**src/rtl/dcache_pkg.sv**
```systemverilog
// dcache_pkg: shared types and defaults for the data cache controller.
//   state_e      controller FSM states
//   DEF_*        default SETS / BASE_ADDR / CNT_W
//   idx_w/tag_w  index and tag widths derived from the number of sets
package dcache_pkg;

  typedef enum logic [1:0] {
    IDLE    = 2'd0,
    RD_MISS = 2'd1,
    WR      = 2'd2
  } state_e;

  localparam int unsigned DEF_SETS      = 16;
  localparam int unsigned DEF_BASE_ADDR = 1024;
  localparam int unsigned DEF_CNT_W     = 16;

  function automatic int idx_w(input int sets);
    return $clog2(sets);
  endfunction

  // Byte offset is 2 bits, so the tag is whatever remains of the 32-bit address.
  function automatic int tag_w(input int sets);
    return 30 - $clog2(sets);
  endfunction

endpackage

```
**src/rtl/dcache_array.sv**
```systemverilog
// dcache_array: valid/tag/data storage for a direct-mapped, one-word-per-line cache.
//   clk, rst            clock, async active-high reset (clears valid bits only)
//   idx                 line index, shared by read and write
//   fill_en/tag/data    allocate the line on a read-miss fill
//   upd_en/data         overwrite data of an already-valid line (write hit)
//   rd_valid/tag/data   combinational read of the indexed line
module dcache_array
  import dcache_pkg::*;
#(
  parameter int SETS  = DEF_SETS,
  parameter int IDX_W = idx_w(DEF_SETS),
  parameter int TAG_W = tag_w(DEF_SETS)
) (
  input  logic             clk,
  input  logic             rst,
  input  logic [IDX_W-1:0] idx,
  input  logic             fill_en,
  input  logic [TAG_W-1:0] fill_tag,
  input  logic [31:0]      fill_data,
  input  logic             upd_en,
  input  logic [31:0]      upd_data,
  output logic             rd_valid,
  output logic [TAG_W-1:0] rd_tag,
  output logic [31:0]      rd_data
);

  logic [SETS-1:0]  valid_q;
  logic [TAG_W-1:0] tag_q  [SETS];
  logic [31:0]      data_q [SETS];

  always_ff @(posedge clk or posedge rst) begin
    if (rst) begin
      valid_q <= '0;
    end else if (fill_en) begin
      valid_q[idx] <= 1'b1;
    end
  end

  // Tag and data contents are meaningless until valid is set, so no reset here.
  always_ff @(posedge clk) begin
    if (fill_en) begin
      tag_q[idx]  <= fill_tag;
      data_q[idx] <= fill_data;
    end else if (upd_en) begin
      data_q[idx] <= upd_data;
    end
  end

  assign rd_valid = valid_q[idx];
  assign rd_tag   = tag_q[idx];
  assign rd_data  = data_q[idx];

endmodule

```
**src/rtl/dcache_controller.sv**
```systemverilog
// dcache_controller: direct-mapped, write-through, no-write-allocate data cache
// between the MEM stage and the data memory.
//   mem_read/mem_write/address/write_data   upstream request (held until ready)
//   read_data/ready                         upstream response
//   dm_*                                    downstream data memory handshake
//   hit_count/miss_count                    saturating read hit/miss statistics
// Read hits complete in the request cycle; misses and writes take at least two.
module dcache_controller
  import dcache_pkg::*;
#(
  parameter int SETS      = DEF_SETS,
  parameter int BASE_ADDR = DEF_BASE_ADDR,
  parameter int CNT_W     = DEF_CNT_W
) (
  input  logic             clk,
  input  logic             rst,
  input  logic             mem_read,
  input  logic             mem_write,
  input  logic [31:0]      address,
  input  logic [31:0]      write_data,
  output logic [31:0]      read_data,
  output logic             ready,
  output logic             dm_read,
  output logic             dm_write,
  output logic [31:0]      dm_address,
  output logic [31:0]      dm_write_data,
  input  logic [31:0]      dm_read_data,
  input  logic             dm_ready,
  output logic [CNT_W-1:0] hit_count,
  output logic [CNT_W-1:0] miss_count
);

  localparam int IDX_W = idx_w(SETS);
  localparam int TAG_W = tag_w(SETS);

  state_e           state_q, state_d;
  logic [CNT_W-1:0] hit_cnt_q, miss_cnt_q;
  logic             hit_inc, miss_inc;
  logic             fill_en, upd_en;
  logic             cacheable, hit;
  logic [IDX_W-1:0] idx;
  logic [TAG_W-1:0] tag;
  logic             rd_valid;
  logic [TAG_W-1:0] rd_tag;
  logic [31:0]      rd_data;

  assign idx       = address[IDX_W+1:2];
  assign tag       = address[31:IDX_W+2];
  assign cacheable = (address >= 32'(BASE_ADDR));
  // Uncached addresses are never filled, but gate anyway so they can never hit.
  assign hit       = cacheable && rd_valid && (rd_tag == tag);

  dcache_array #(
    .SETS (SETS),
    .IDX_W(IDX_W),
    .TAG_W(TAG_W)
  ) u_array (
    .clk      (clk),
    .rst      (rst),
    .idx      (idx),
    .fill_en  (fill_en),
    .fill_tag (tag),
    .fill_data(dm_read_data),
    .upd_en   (upd_en),
    .upd_data (write_data),
    .rd_valid (rd_valid),
    .rd_tag   (rd_tag),
    .rd_data  (rd_data)
  );

  always_ff @(posedge clk or posedge rst) begin
    if (rst) begin
      state_q <= IDLE;
    end else begin
      state_q <= state_d;
    end
  end

  always_comb begin
    state_d   = state_q;
    ready     = 1'b0;
    read_data = '0;
    dm_read   = 1'b0;
    dm_write  = 1'b0;
    fill_en   = 1'b0;
    upd_en    = 1'b0;
    hit_inc   = 1'b0;
    miss_inc  = 1'b0;
    unique case (state_q)
      IDLE: begin
        // A simultaneous read+write is handled as a write.
        if (mem_write) begin
          state_d = WR;
        end else if (mem_read) begin
          if (hit) begin
            ready     = 1'b1;
            read_data = rd_data;
            hit_inc   = 1'b1;
          end else begin
            state_d  = RD_MISS;
            miss_inc = cacheable;
          end
        end else begin
          ready = 1'b1;
        end
      end
      RD_MISS: begin
        dm_read = 1'b1;
        if (dm_ready) begin
          ready     = 1'b1;
          read_data = mem_read ? dm_read_data : '0;
          fill_en   = cacheable;
          state_d   = IDLE;
        end
      end
      WR: begin
        dm_write = 1'b1;
        if (dm_ready) begin
          ready   = 1'b1;
          upd_en  = hit;
          state_d = IDLE;
        end
      end
      default: state_d = IDLE;
    endcase
  end

  always_ff @(posedge clk or posedge rst) begin
    if (rst) begin
      hit_cnt_q  <= '0;
      miss_cnt_q <= '0;
    end else begin
      if (hit_inc && (hit_cnt_q != '1)) begin
        hit_cnt_q <= hit_cnt_q + 1'b1;
      end
      if (miss_inc && (miss_cnt_q != '1)) begin
        miss_cnt_q <= miss_cnt_q + 1'b1;
      end
    end
  end

  assign hit_count     = hit_cnt_q;
  assign miss_count    = miss_cnt_q;
  assign dm_address    = address;
  assign dm_write_data = write_data;

endmodule

```
**config.mk**
```make
export PLATFORM = sky130hd
export DESIGN_NAME = dcache_controller
export DESIGN_NICKNAME = d
export VERILOG_FILES = /design/src/rtl/dcache_pkg.sv /design/src/rtl/dcache_array.sv /design/src/rtl/dcache_controller.sv
export SDC_FILE = /design/constraint.sdc
export NUM_CORES = 1
export LEC_CHECK = 0
export CAP_MARGIN = 20
export CORE_UTILIZATION = 35
export CTS_CLUSTER_DIAMETER = 80
export DETAILED_ROUTE_END_ITERATION = 6
export PLACE_DENSITY = 0.6
export SETUP_SLACK_MARGIN = 0.15
export SLEW_MARGIN = 20
export SYNTH_ARGS = -nofsm -noshare
export SYNTH_HDL_FRONTEND = slang
export SYNTH_SLANG_ARGS = --single-unit
```
**constraint.sdc**
```tcl
create_clock -name clk -period 11.6 [get_ports clk]
set_input_delay 3.48 -clock clk [delete_from_list [all_inputs] [get_ports clk]]
set_output_delay 3.48 -clock clk [all_outputs]
set_load 0.1 [all_outputs]
```
# ---- After elaboration in Yosys (flattened, before gate mapping)
# Memory sizes are Yosys's and may differ from the RTL's.
# Cells that the tools add are included.
dict set report classes {
  reduce_logical 8
  n_addsub 2
  bitwise 2
  n_eq_ne 8
  magnitude_cmp 3
  n_mux 39
}
# operator n
set op_table {}
lappend op_table {{2-to-1 mux 32 bit} 6}
lappend op_table {{case mux 32 bit (2 select lines)} 1}
lappend op_table {{adder 16 x 1 -> 16 bit, second input constant} 2}
lappend op_table {{>= comparator 32 x 11 -> 1 bit, second input constant} 1}
lappend op_table {{inequality test 16 bit, second input constant} 2}
lappend op_table {{== test 26 bit} 1}
lappend op_table {{2-to-1 mux 1 bit} 24}
lappend op_table {{OR 16 bit} 1}
lappend op_table {{2-to-1 mux 2 bit} 4}
lappend op_table {{inequality test 3 bit, second input constant} 2}
lappend op_table {{logical AND 1 bit} 5}
lappend op_table {{less-than comparator 4 x 5 -> 1 bit, second input constant} 1}
lappend op_table {{binary-select mux 1 bit (select 4 bit)} 1}
lappend op_table {{demux 1 bit (select 4 bit)} 1}
lappend op_table {{>= comparator 4 x 1 -> 1 bit, second input constant} 1}
lappend op_table {{case mux 2 bit (2 select lines)} 1}
lappend op_table {{AND reduction 3 bit} 1}
lappend op_table {{== test 2 x 1 -> 1 bit, second input constant} 1}
lappend op_table {{== test 2 bit, second input constant} 1}
lappend op_table {{logical NOT 2 bit} 1}
lappend op_table {{inequality test 2 x 1 -> 1 bit, second input constant} 1}
lappend op_table {{case mux 1 bit (2 select lines)} 1}
lappend op_table {{OR reduction 2 bit} 1}
lappend op_table {{OR 1 bit} 1}
dict set report word_totals {
  elab_cells 68
  register_bits 50
  n_memories 2
  out_inout_bits 131
  ramBits 928
}
# name words word_bits rd rd_clocked_by_memory_dff write_ports line
set memory_table {}
lappend memory_table {u_array.data_q 16 32 1 0 1 dcache_array.sv:29} ;# logic [31:0] data_q [SETS];
lappend memory_table {u_array.tag_q 16 26 1 0 1 dcache_array.sv:28} ;# logic [TAG_W-1:0] tag_q [SETS];

# ---- Logic depth before layout (Yosys ltp)
# Gate-level depths: netlist of the first run.
dict set report logic_depth {
  ltp_word 10
  mapped_depth 14
  ltp_nobuf 9
}

# ---- Modules after synthesis
# From an unflattened synthesis of the first run, not the netlist that was laid out.
dict set report unflattened {
  cells_unflattened 1877
  hier_area_um2 38937.3
}
# module cells_per_inst seq_area_each_um2 n_inst area_each_um2
set by_module_without_submodules {}
lappend by_module_without_submodules {dcache_array 1544 28267.1 1 35885.7}
lappend by_module_without_submodules {dcache_controller 333 850.8 1 3051.7}

# ---- Worst setup path after synthesis of the first run
# No wires, ideal clock.
dict set report synth_timing {
  path_type {in2out}
  start {in address[3]}
  end {out read_data[10]}
  path_stages 12
  required_ns 8.120
  path_slack_ns 1.235
  path_buffers 5
  arrival_time_ns 6.885
  cell_sequence {buf_4 > buf_4 > buf_2 > buf_2 > mux4_2 > a221oi_2 > xor2_1 > nand4_1 > or4_1 > nor4_4 > buf_2 > a22o_1}
}
dict set report synth_between {
  elab_chain_cells 8
  elab_cells_between_ends 12
  classes_between {order compare: 1; eq/ne: 1; mux: 6; reduce/logical: 2; memory: 2}
}
# item line
set synth_rtl {}
lappend synth_rtl {{from (decl)} dcache_controller.sv:19} ;# input logic [31:0] address,
lappend synth_rtl {{parallel branches: the longest is 4 deep, another holds >= comparator 32 x 11 -> 1 bit} -}
lappend synth_rtl {{2-to-1 mux 32 bit *} dcache_controller.sv:95} ;# if (hit) begin
lappend synth_rtl {{2-to-1 mux 32 bit *} dcache_controller.sv:94} ;# end else if (mem_read) begin
lappend synth_rtl {{2-to-1 mux 32 bit *} dcache_controller.sv:92} ;# if (mem_write) begin
lappend synth_rtl {{case mux 32 bit (2 select lines) *} dcache_controller.sv:89} ;# unique case (state_q)
lappend synth_rtl {{to (decl)} dcache_controller.sv:21} ;# output logic [31:0] read_data,
# Mark *: on every way between the ends. The select of a mux whose other input is x is not followed.

# ---- Worst setup path in the final report of the first run
dict set report layout_timing {
  start {in address[2]}
  end {out read_data[17]}
}
# The elaborated chain is that of the path after synthesis.

==> impl_metrics.env, run 1 <==
export IMPL_status="finished clean"
export IMPL_worstSkewPairLatency_ns=0.69
export IMPL_slew_headroom=0.242
export IMPL_final_setup_viol_count=0
export IMPL_synth_cells=1888
export IMPL_fillers=9503
export IMPL_vias_per_cell=5.29
export IMPL_tns_ns=0
export IMPL_hp_class="reg2reg"
export IMPL_synthDistinctLibCells=62
export IMPL_period_needed_ns=10.95
export IMPL_gp_congestion=0.847
export IMPL_powerDensity_mw_per_mm2=169
export IMPL_core_area_mm2=0.111
export IMPL_grt_max_degree=73
export IMPL_drive_gt1_frac=0.267
export IMPL_max_cap_violations=0
export IMPL_placed_area_mm2=0.0438
export IMPL_vias=19600
export IMPL_yosysMostFrequentCell="edfxtp_1"
export IMPL_die_area_mm2=0.114
export IMPL_grt_pass1_vias=20300
export IMPL_synth_seq_cells=978
export IMPL_finalClockSkew_ns=0.0308
export IMPL_die_h_um=338
export IMPL_grt_use_total=0.168
export IMPL_syn_area_mm2=0.0395
export IMPL_synth_net_count=1995
export IMPL_yosys_area_top_type="edfxtp_1"
export IMPL_crit_arrival_ns=7.47
export IMPL_grt_pass1_wl_um=138000
export IMPL_hold_buffers=0
export IMPL_synthTopCellsByCount="edfxtp_1 (928), mux4_2 (254), buf_4 (73)"
export IMPL_hold_viol=0
export IMPL_cts_buffer_depth=3
export IMPL_synthTopCellsByArea="edfxtp_1 (71%), mux4_2 (14%), dfrtp_1 (3.2%), mux2i_1 (1.5%), buf_4 (1.4%)"
export IMPL_pin_count=232
export IMPL_htree_levels=3
export IMPL_required_ns=8.12
export IMPL_power_leakage_nw=15.1
export IMPL_synth_edf_count=928
export IMPL_die_w_um=338
export IMPL_ir_worst_vdd_mv=0.129
export IMPL_slew_viol_final=0
export IMPL_wl_per_cell_um=25.7
export IMPL_drc_errors=0
export IMPL_clkSinkCount=978
export IMPL_ant_nets=0
export IMPL_crit_path_start_kind="input port"
export IMPL_final_cell_area_mm2=0.0472
export IMPL_fmax_ghz=0.0913
export IMPL_drtPass1Iterations=6
export IMPL_synth_async_sr_flop_share=0.0511
export IMPL_nets=2250
export IMPL_root_buffer="clkbuf_16"
export IMPL_tightest_slew_ns=1.14
export IMPL_yosysWarnings=0
export IMPL_grt_overflow_total=0
export IMPL_rsz0062_at_grt="no"
export IMPL_cp_max_fo=51
export IMPL_total_power_mw=7.99
export IMPL_clk_pin_slew_ns=0.05
export IMPL_wl_um=95600
export IMPL_diodes=0
export IMPL_cts_buffers=103
export IMPL_start_util=0.355
export IMPL_yosysSeqAreaShare=0.738
export IMPL_port_buffers=227
export IMPL_ctsResizeCount=0
export IMPL_post_cts_setup_buffers=0
export IMPL_ys_flop_type="edfxtp_1"
export IMPL_synth_area_per_cell_um2=20.9
export IMPL_min_period_over_period=0.944
export IMPL_dp_hpwl_um=53200
export IMPL_grt_antenna_before_repair=0
export IMPL_drt_iter0_drc=1754
export IMPL_num_rows=122
export IMPL_cts_tree="yes"
export IMPL_crit_type="in2out"
export IMPL_synth_top_area_share=0.706
export IMPL_end_kind="output pin"
export IMPL_area_growth_pct=19.5
report_power, final:
group	leakage (nW)	internal (mW)	switching, mW	total (mW)
clock	1.61	1.87	1.37	3.24
combinational	4.51	0.277	0.520	0.797
sequential	9.01	3.93	0.0309	3.96
logic make-up after synthesis:
kind of cell               count (synthesis)  share of synthesized area
and+or+nand+nor                          205                     0.0282
AOI/OAI and AO/OA                        113                     0.0223
buffers and inverters                    176                     0.0258
DFF                                      978                      0.738
adders and majority gates                  6                    0.00190
xor gates and xnor gates                  57                     0.0126
muxes                                    353                      0.171
cells in the final DEF (no fill, tap or decap), types with 6 or more instances in the layout:
cell / netlist / routed
clkinvlp_4: 0 / 6
nand4_1: 17 / 17
ha_1: 6 / 6
dfrtp_1: 50 / 50
nor3_2: 0 / 16
o22ai_1: 7 / 7
buf_4: 73 / 82
nand2_1: 31 / 31
clkinv_1: 1 / 21
inv_1: 19 / 17
buf_12: 0 / 35
nor4_1: 7 / 7
nor2_1: 41 / 25
or2_2: 17 / 17
a22oi_1: 16 / 16
bufinv_16: 0 / 10
mux4_2: 254 / 254
o21ai_0: 7 / 7
nor3_1: 25 / 9
a21oi_1: 11 / 11
xnor2_1: 49 / 49
and3_1: 12 / 11
clkbuf_1: 38 / 22
clkbuf_16: 0 / 103
mux2_1: 32 / 32
nor2_4: 0 / 16
clkinv_2: 0 / 21
xor2_1: 8 / 8
clkdlybuf4s50_1: 0 / 186
a22o_1: 36 / 36
mux2_2: 9 / 9
edfxtp_1: 928 / 928
nand3_1: 20 / 20
mux2i_1: 58 / 58
layer usage:
layer / vias up / part of all wire / global-route usage
li1: 8308 / - / -
met1: 10400 / 0.41 / 0.221
met2: 756 / 0.50 / 0.283
met3: 150 / 0.069 / 0.0321
met4: 0 / 0.024 / 0.0478
met5: - / 0 / 0
registers in the layout, indices dropped and copies added, names as in the netlist:
signal	count
state_q	2
u_array.data_q	512
hit_count	16
miss_count	16
u_array.valid_q	16
u_array.tag_q	416
worst max-delay path, cell delays in order:
cell and delay (ns):
buf_8 0.35, buf_4 0.45, mux4_2 0.55, mux2i_1 0.19, xnor2_1 0.12, nor3_1 0.19, a22oi_1 0.23, or4_1 0.71
nor4_4 0.27, buf_12 0.28, a22o_1 0.24, buf_12 0.19
area by class of cell:
cell class	count	area, um2	share of cell area
Sequential cell	978	29100	0.617
Multi-Input combinational cell	734	9550	0.202
Timing Repair Buffer	306	3220	0.0683
Clock buffer	126	2670	0.0567
Tap cell	1488	1860	0.0395
Clock inverter	64	659	0.0140
Inverter	20	77.6	0.00164
worst paths after layout:
kind / from / endpoint / slack, ns / cells after the start
max: address[2] / read_data[17] / 0.65 / 12
min: u_array.valid_q[0] / u_array.valid_q[0] / 0.47 / 1
max reg2reg: u_array.tag_q[11][16] / u_array.data_q[14][11] / 6.66 / 10
min reg2reg: u_array.valid_q[0] / u_array.valid_q[0] / 0.47 / 1
max in group asynchronous: rst / u_array.valid_q[14] / 7.78 / 2
min in group asynchronous: rst / hit_count[6] / 3.28 / 2
stage by stage:
step	utilization	hold WS, ns	setup slack [ns]	instances
after floorplan	-	0.434	1.23	1888
after global placement	0.394	0.446	0.735	3526
after detailed placement	0.394	0.454	0.677	3526
after CTS	0.424	0.468	0.668	3716
after global routing	0.424	0.480	0.498	3716
final	0.424	0.468	0.651	3716
(Power assumes the default switching activity.)
==> run 2: changes to the inputs <==
--- a/config.mk
+++ b/config.mk
@@ -9,7 +9,6 @@
 export CORE_UTILIZATION = 35
 export CTS_CLUSTER_DIAMETER = 80
 export DETAILED_ROUTE_END_ITERATION = 6
-export PLACE_DENSITY = 0.6
 export SETUP_SLACK_MARGIN = 0.15
 export SLEW_MARGIN = 20
 export SYNTH_ARGS = -nofsm -noshare
==> results of run 2 <==
Same layout as run 1: the final DEF is identical, and so are final timing and power.
==> RTL edit 1, RTL diff (config.mk and constraints of run 2) <==
Register the output `miss_count` once more, with the module's reset; this adds one clock of latency there. The other outputs are not delayed to match.
--- a/src/rtl/dcache_controller.sv
+++ b/src/rtl/dcache_controller.sv
@@ -140,7 +140,13 @@
   end
 
   assign hit_count     = hit_cnt_q;
-  assign miss_count    = miss_cnt_q;
+  always_ff @(posedge clk or posedge rst) begin
+    if (rst) begin
+      miss_count <= '0;
+    end else begin
+      miss_count <= miss_cnt_q;
+    end
+  end
   assign dm_address    = address;
   assign dm_write_data = write_data;
 
Check against the original RTL: not equivalent (a bounded check fails within 4 cycles, from zero or initial values and one cycle with rst high).
==> RTL edit 1 against run 2 <==
  * Power rose by 0.26%
  * Largest power group unchanged
  * Critical path type unchanged
  * Critical endpoint is now read_data[1]
  * Worst setup slack got worse by 0.019 ns
  * Via count rose by 4.5%
  * Synthesized cell count rose by 6.6%
  * Highest routed layer unchanged
  * Sequential cell count rose by 16
  * Synthesized area rose by 1.7%
  * Final area rose by 1.5%
  * Wire length rose by 2.6%
==> RTL edit 1: results <==
set metrics [dict create \
    outcome "finished, final reports clean" \
    r2r-start "u_array.tag_q[4][14]$_DFFE_PP_" \
    min_delay_worst_endpoint "miss_count[14]$_DFF_PP0_" \
    synth-compound-area-share_pct 2.38 \
    relSlewSlack_pct 29.6 \
    grt_pass1_vias 21400 \
    hpwlAfterDp_um 56700 \
    drt-wirelength-per-cell_um 25.5 \
    path_clk_slew_ns 0.06 \
    cts_buffers 103 \
    fillCellCount 9788 \
    ys_seq_area_share_pct 73.5 \
    yosysUniqueCellTypes 67 \
    root_buffer "clkbuf_16" \
    clock_skew_ns 0.0295 \
    min-delay-start "miss_cnt_q[14]$_DFFE_PP0P_" \
    via_count 20500 \
    reg2regPathDepth 10 \
    antenna_found_initial 2 \
    dp.cells 3662 \
    muxShareOfSynthArea_pct 16.6 \
    synthXorXnorAreaFrac_pct 1.05 \
    p_leak_nw 15.8 \
    synthAdderAreaFrac_pct 0.187 \
    fin_nets 2374 \
    place_congestion 0.821 \
    vias_per_cell 5.34 \
    std_cell_rows 123 \
    grt_max_degree 133 \
    track_usage_pct 16.9 \
    postSynthAreaPerCell_um2 20.0 \
    grt_first_pass_wirelength_um 145000 \
    path_max_fanout 59 \
    reg.largest.list "u_array.data_q (512), u_array.tag_q (416)" \
    synth-edff-count 928 \
    holdPathStages 0 \
    first_iter_violations 2013 \
    synth_flop_cell "edfxtp_1" \
    drive_gt1_share_pct 24.5 \
    htree_levels 3 \
    clk_path_buf_depth 3 \
    cp-endpoint "read_data[1]" \
    synth_nets 2119 \
    ys.warnings.count 0 \
    slowest_delay_ns 0.75 \
    cts_resized 0 \
    worstSkewPairLatency_ns 0.69 \
    vdd_drop_max_v 0.000141 \
    regToRegSetupSlack_ns 6.50 \
    cts_setup_buffers 0 \
    drt_first_pass_iters 7 \
    async_flop_share_pct 6.64 \
    reg2reg_to "u_array.data_q[15][5]$_DFFE_PP_" \
    yosys-top-cells-area "edfxtp_1 69%, mux4_2 13%, dfrtp_1 4.1%" \
    hp-class "reg2reg" \
    crit_start "address[5]" \
    io_buffers 227 \
    slowest_stage "nor2b_1" \
    yosys-top-cells-count "928 x edfxtp_1, 231 x mux4_2, 101 x mux2i_1" \
]
[RTL edit 1: cell count changes in the layout (fill, tap and decap cells not counted), sizes merged, moves of 15 or more]
| cell | run 2 | this run |
|---|---|---|
| inv | 18 | 56 |
| dfrtp | 50 | 66 |
| clkinv | 50 | 35 |
| a22o | 36 | 7 |
| o21ai | 8 | 42 |
| xnor2 | 49 | 31 |
| mux4 | 254 | 231 |
| mux2i | 58 | 101 |
| nand2 | 31 | 66 |
[RTL edit 1: layout make-up]
| type | instances | area [µm²] | share of cell area [%] |
|---|---|---|---|
| clock buffer | 135 | 2740 | 5.72 |
| timing repair buffer | 316 | 3390 | 7.09 |
| sequential | 994 | 29500 | 61.7 |
| tap | 1500 | 1880 | 3.92 |
| clock inverter | 50 | 509 | 1.06 |
| antenna | 1 | 2.50 | 0.00523 |
| multi-input combinational | 801 | 9610 | 20.1 |
| inverter | 51 | 191 | 0.400 |
[RTL edit 1: worst max-delay path: cells and delay by family]
family	cells	cell delay, ns
AOI/OAI and AO/OA	4	1.34
buffers and inverters	3	1.32
and+or+nand+nor	4	1.27
[RTL edit 1: cell families (layout without fill, tap and decap cells)]
kind of cell | Yosys count | count (layout)
buffers and inverters | 217 | 552
muxes | 372 | 372
and+or+nand+nor | 238 | 238
other | 0 | 1
AOI/OAI and AO/OA | 137 | 137
DFF | 994 | 994
adders and majority gates | 6 | 6
xor gates and xnor gates | 48 | 48
[RTL edit 1: power by group]
group	switching, W	leakage (nW)	internal (W)
clock	0.00138	1.57	0.00181
combinational	0.000533	4.98	0.000275
sequential	0.0000302	9.23	0.00399
total	0.00194	15.8	0.00607
[RTL edit 1: routing by layer]
layer  vias to the layer above  track usage, %  routed length [µm]
met5                         -               0                   0
met4                         0            5.04                2430
met3                       166            3.17                6820
met2                       792            28.2               48600
met1                     10900            22.5               40300
li1                       8650               -                   -
[RTL edit 1: per-stage QoR]
step	area (µm²)	power [W]	worst slack (ns)	hold WS (ns)	utilization (%)
floorplan	40100	0.00464	0.223	0.386	-
global placement	44400	0.00489	0.736	0.403	39.3
detailed placement	44600	0.00491	0.690	0.412	39.4
CTS	47800	0.00808	0.660	0.428	42.3
global route	47800	0.00826	0.458	0.437	42.3
finish	47800	0.00801	0.632	0.429	42.3
==> RTL edit 2, RTL diff (config.mk and constraints of run 2) <==
Without the edit above. The package constant `DEF_CNT_W` goes from 16 to 32.
--- a/src/rtl/dcache_pkg.sv
+++ b/src/rtl/dcache_pkg.sv
@@ -12,7 +12,7 @@
 
   localparam int unsigned DEF_SETS      = 16;
   localparam int unsigned DEF_BASE_ADDR = 1024;
-  localparam int unsigned DEF_CNT_W     = 16;
+  localparam int unsigned DEF_CNT_W     = 32;
 
   function automatic int idx_w(input int sets);
     return $clog2(sets);
Interface: changed (resized hit_count and miss_count); port bits go from 232 to 264. No check against the original RTL was run, so the function may have changed too.
==> RTL edit 2 against run 2 <==
  * Synthesized area up 5.3%
  * Power increased by 1.2%
  * Via count grew 11%
  * Critical path depth is 1 lower
  * Wire length grew 8.5%
  * Fmax is 1.8% higher
  * Final area up 4.9%
  * Sequential cell count is 32 higher
  * Worst setup slack gained 0.20 ns
  * Combinational power increased by 3.3%
  * Synthesized cell count up 15%
==> RTL edit 2: results <==
set metrics [dict create \
    outcome "finished, final reports clean" \
    r2r-start "u_array.tag_q[15][7]$_DFFE_PP_" \
    route.met3.wl_um 6910 \
    min-delay-start "u_array.valid_q[10]$_DFFE_PP0N_" \
    grt_util_met3_pct 2.91 \
    fin_cells 4067 \
    io_buffers 259 \
    synth-edff-count 928 \
    fin_nets 2556 \
    reg2regPathDepth 8 \
    grt.met2_usage_pct 28.8 \
    antenna_found_initial 3 \
    wirelength_um 104000 \
    track_usage_pct 17.2 \
    clock_skew_ns 0.0347 \
    p_sw_w 0.00194 \
    dp.cells 3877 \
    min_delay_worst_endpoint "u_array.valid_q[10]$_DFFE_PP0N_" \
    dr_wl_met2_um 51600 \
    drive_gt1_share_pct 25.7 \
    async_flop_share_pct 8.12 \
    reg2reg_to "u_array.data_q[0][0]$_DFFE_PP_" \
    drt-met1-wl_um 42800 \
    worst_pin_slew_ns 1.07 \
    regToRegSetupSlack_ns 6.85 \
    yosys-top-cells-count "928 x edfxtp_1, 231 x mux4_2, 82 x dfrtp_1" \
    fillCellCount 10400 \
    p_leak_nw 16.5 \
    cpLargestDelayFamily "compound AO/OA/AOI/OAI gates" \
    crit_start "address[3]" \
    first_iter_violations 1863 \
    grt_max_degree 113 \
    synth_nets 2273 \
    root_buffer "clkbuf_16" \
    met1_usage_pct 22.9 \
    syn_inst 2166 \
    hold_ws_ns 0.464 \
    ys_seq_area_share_pct 72.0 \
    vdd_drop_max_v 0.000139 \
    cp_data_required_time_ns 8.12 \
    slowest_stage "a2111oi_0" \
    yosysUniqueCellTypes 71 \
    yosys-top-cells-area "edfxtp_1 67%, mux4_2 13%, dfrtp_1 4.9%" \
    cp-endpoint "read_data[22]" \
    grt_first_pass_wirelength_um 152000 \
    holdPathStages 1 \
    cts_hold_buf 0 \
    cts_buffers 106 \
    clk_path_buf_depth 3 \
    reg.largest.list "u_array.data_q (512), u_array.tag_q (416)" \
    path_max_fanout 84 \
    place_congestion 0.775 \
    grt_pass1_vias 23000 \
    hp-class "reg2reg" \
    via_count 21700 \
    hpwlAfterDp_um 58800 \
]
RTL edit 2: changes by cell type after synthesis, moves of 30 or more:
| cell | run 2 | this run |
|---|---|---|
| a22o_1 | 36 | 1 |
| dfrtp_1 | 50 | 82 |
| inv_1 | 19 | 50 |
| mux2_1 | 32 | 0 |
| mux2_2 | 9 | 47 |
| mux2_4 | 0 | 30 |
| nand2_1 | 31 | 78 |
| o21ai_0 | 7 | 42 |
| xor2_1 | 8 | 42 |
RTL edit 2: logic make-up after synthesis:
logic type	after synthesis	synth area share [%]
DFF	1010	72.0
muxes	367	16.3
and+or+nand+nor	339	4.46
buffers and inverters	221	3.04
AOI/OAI and AO/OA	131	2.10
xor gates and xnor gates	92	1.94
adders and majority gates	6	0.181
RTL edit 2: power by group through the flow:
stage / combinational [W] / sequential (W) / clock [W]
after floorplan: 0.000505 / 0.00420 / 0
after global placement: 0.000815 / 0.00414 / 0
after detailed placement: 0.000829 / 0.00415 / 0
after CTS: 0.000832 / 0.00407 / 0.00327
after global routing: 0.000868 / 0.00408 / 0.00339
final: 0.000823 / 0.00407 / 0.00319
RTL edit 2: cell type report:
class	instances	share of cell area [%]
timing repair buffer	345	7.26
multi-input combinational	935	21.4
clock buffer	151	5.85
sequential	1010	60.5
clock inverter	38	0.728
antenna	1	0.00506
inverter	51	0.389
tap	1536	3.88
RTL edit 2: stage by stage:
stage          setup WS (ns)  total power, W  area, µm²
2_1_floorplan          0.202         0.00470      41600
3_3_place_gp           0.831         0.00496      46200
3_5_place_dp           0.804         0.00498      46200
4_1_cts                0.809         0.00817      49500
5_1_grt                0.517         0.00834      49500
6_report               0.848         0.00809      49500
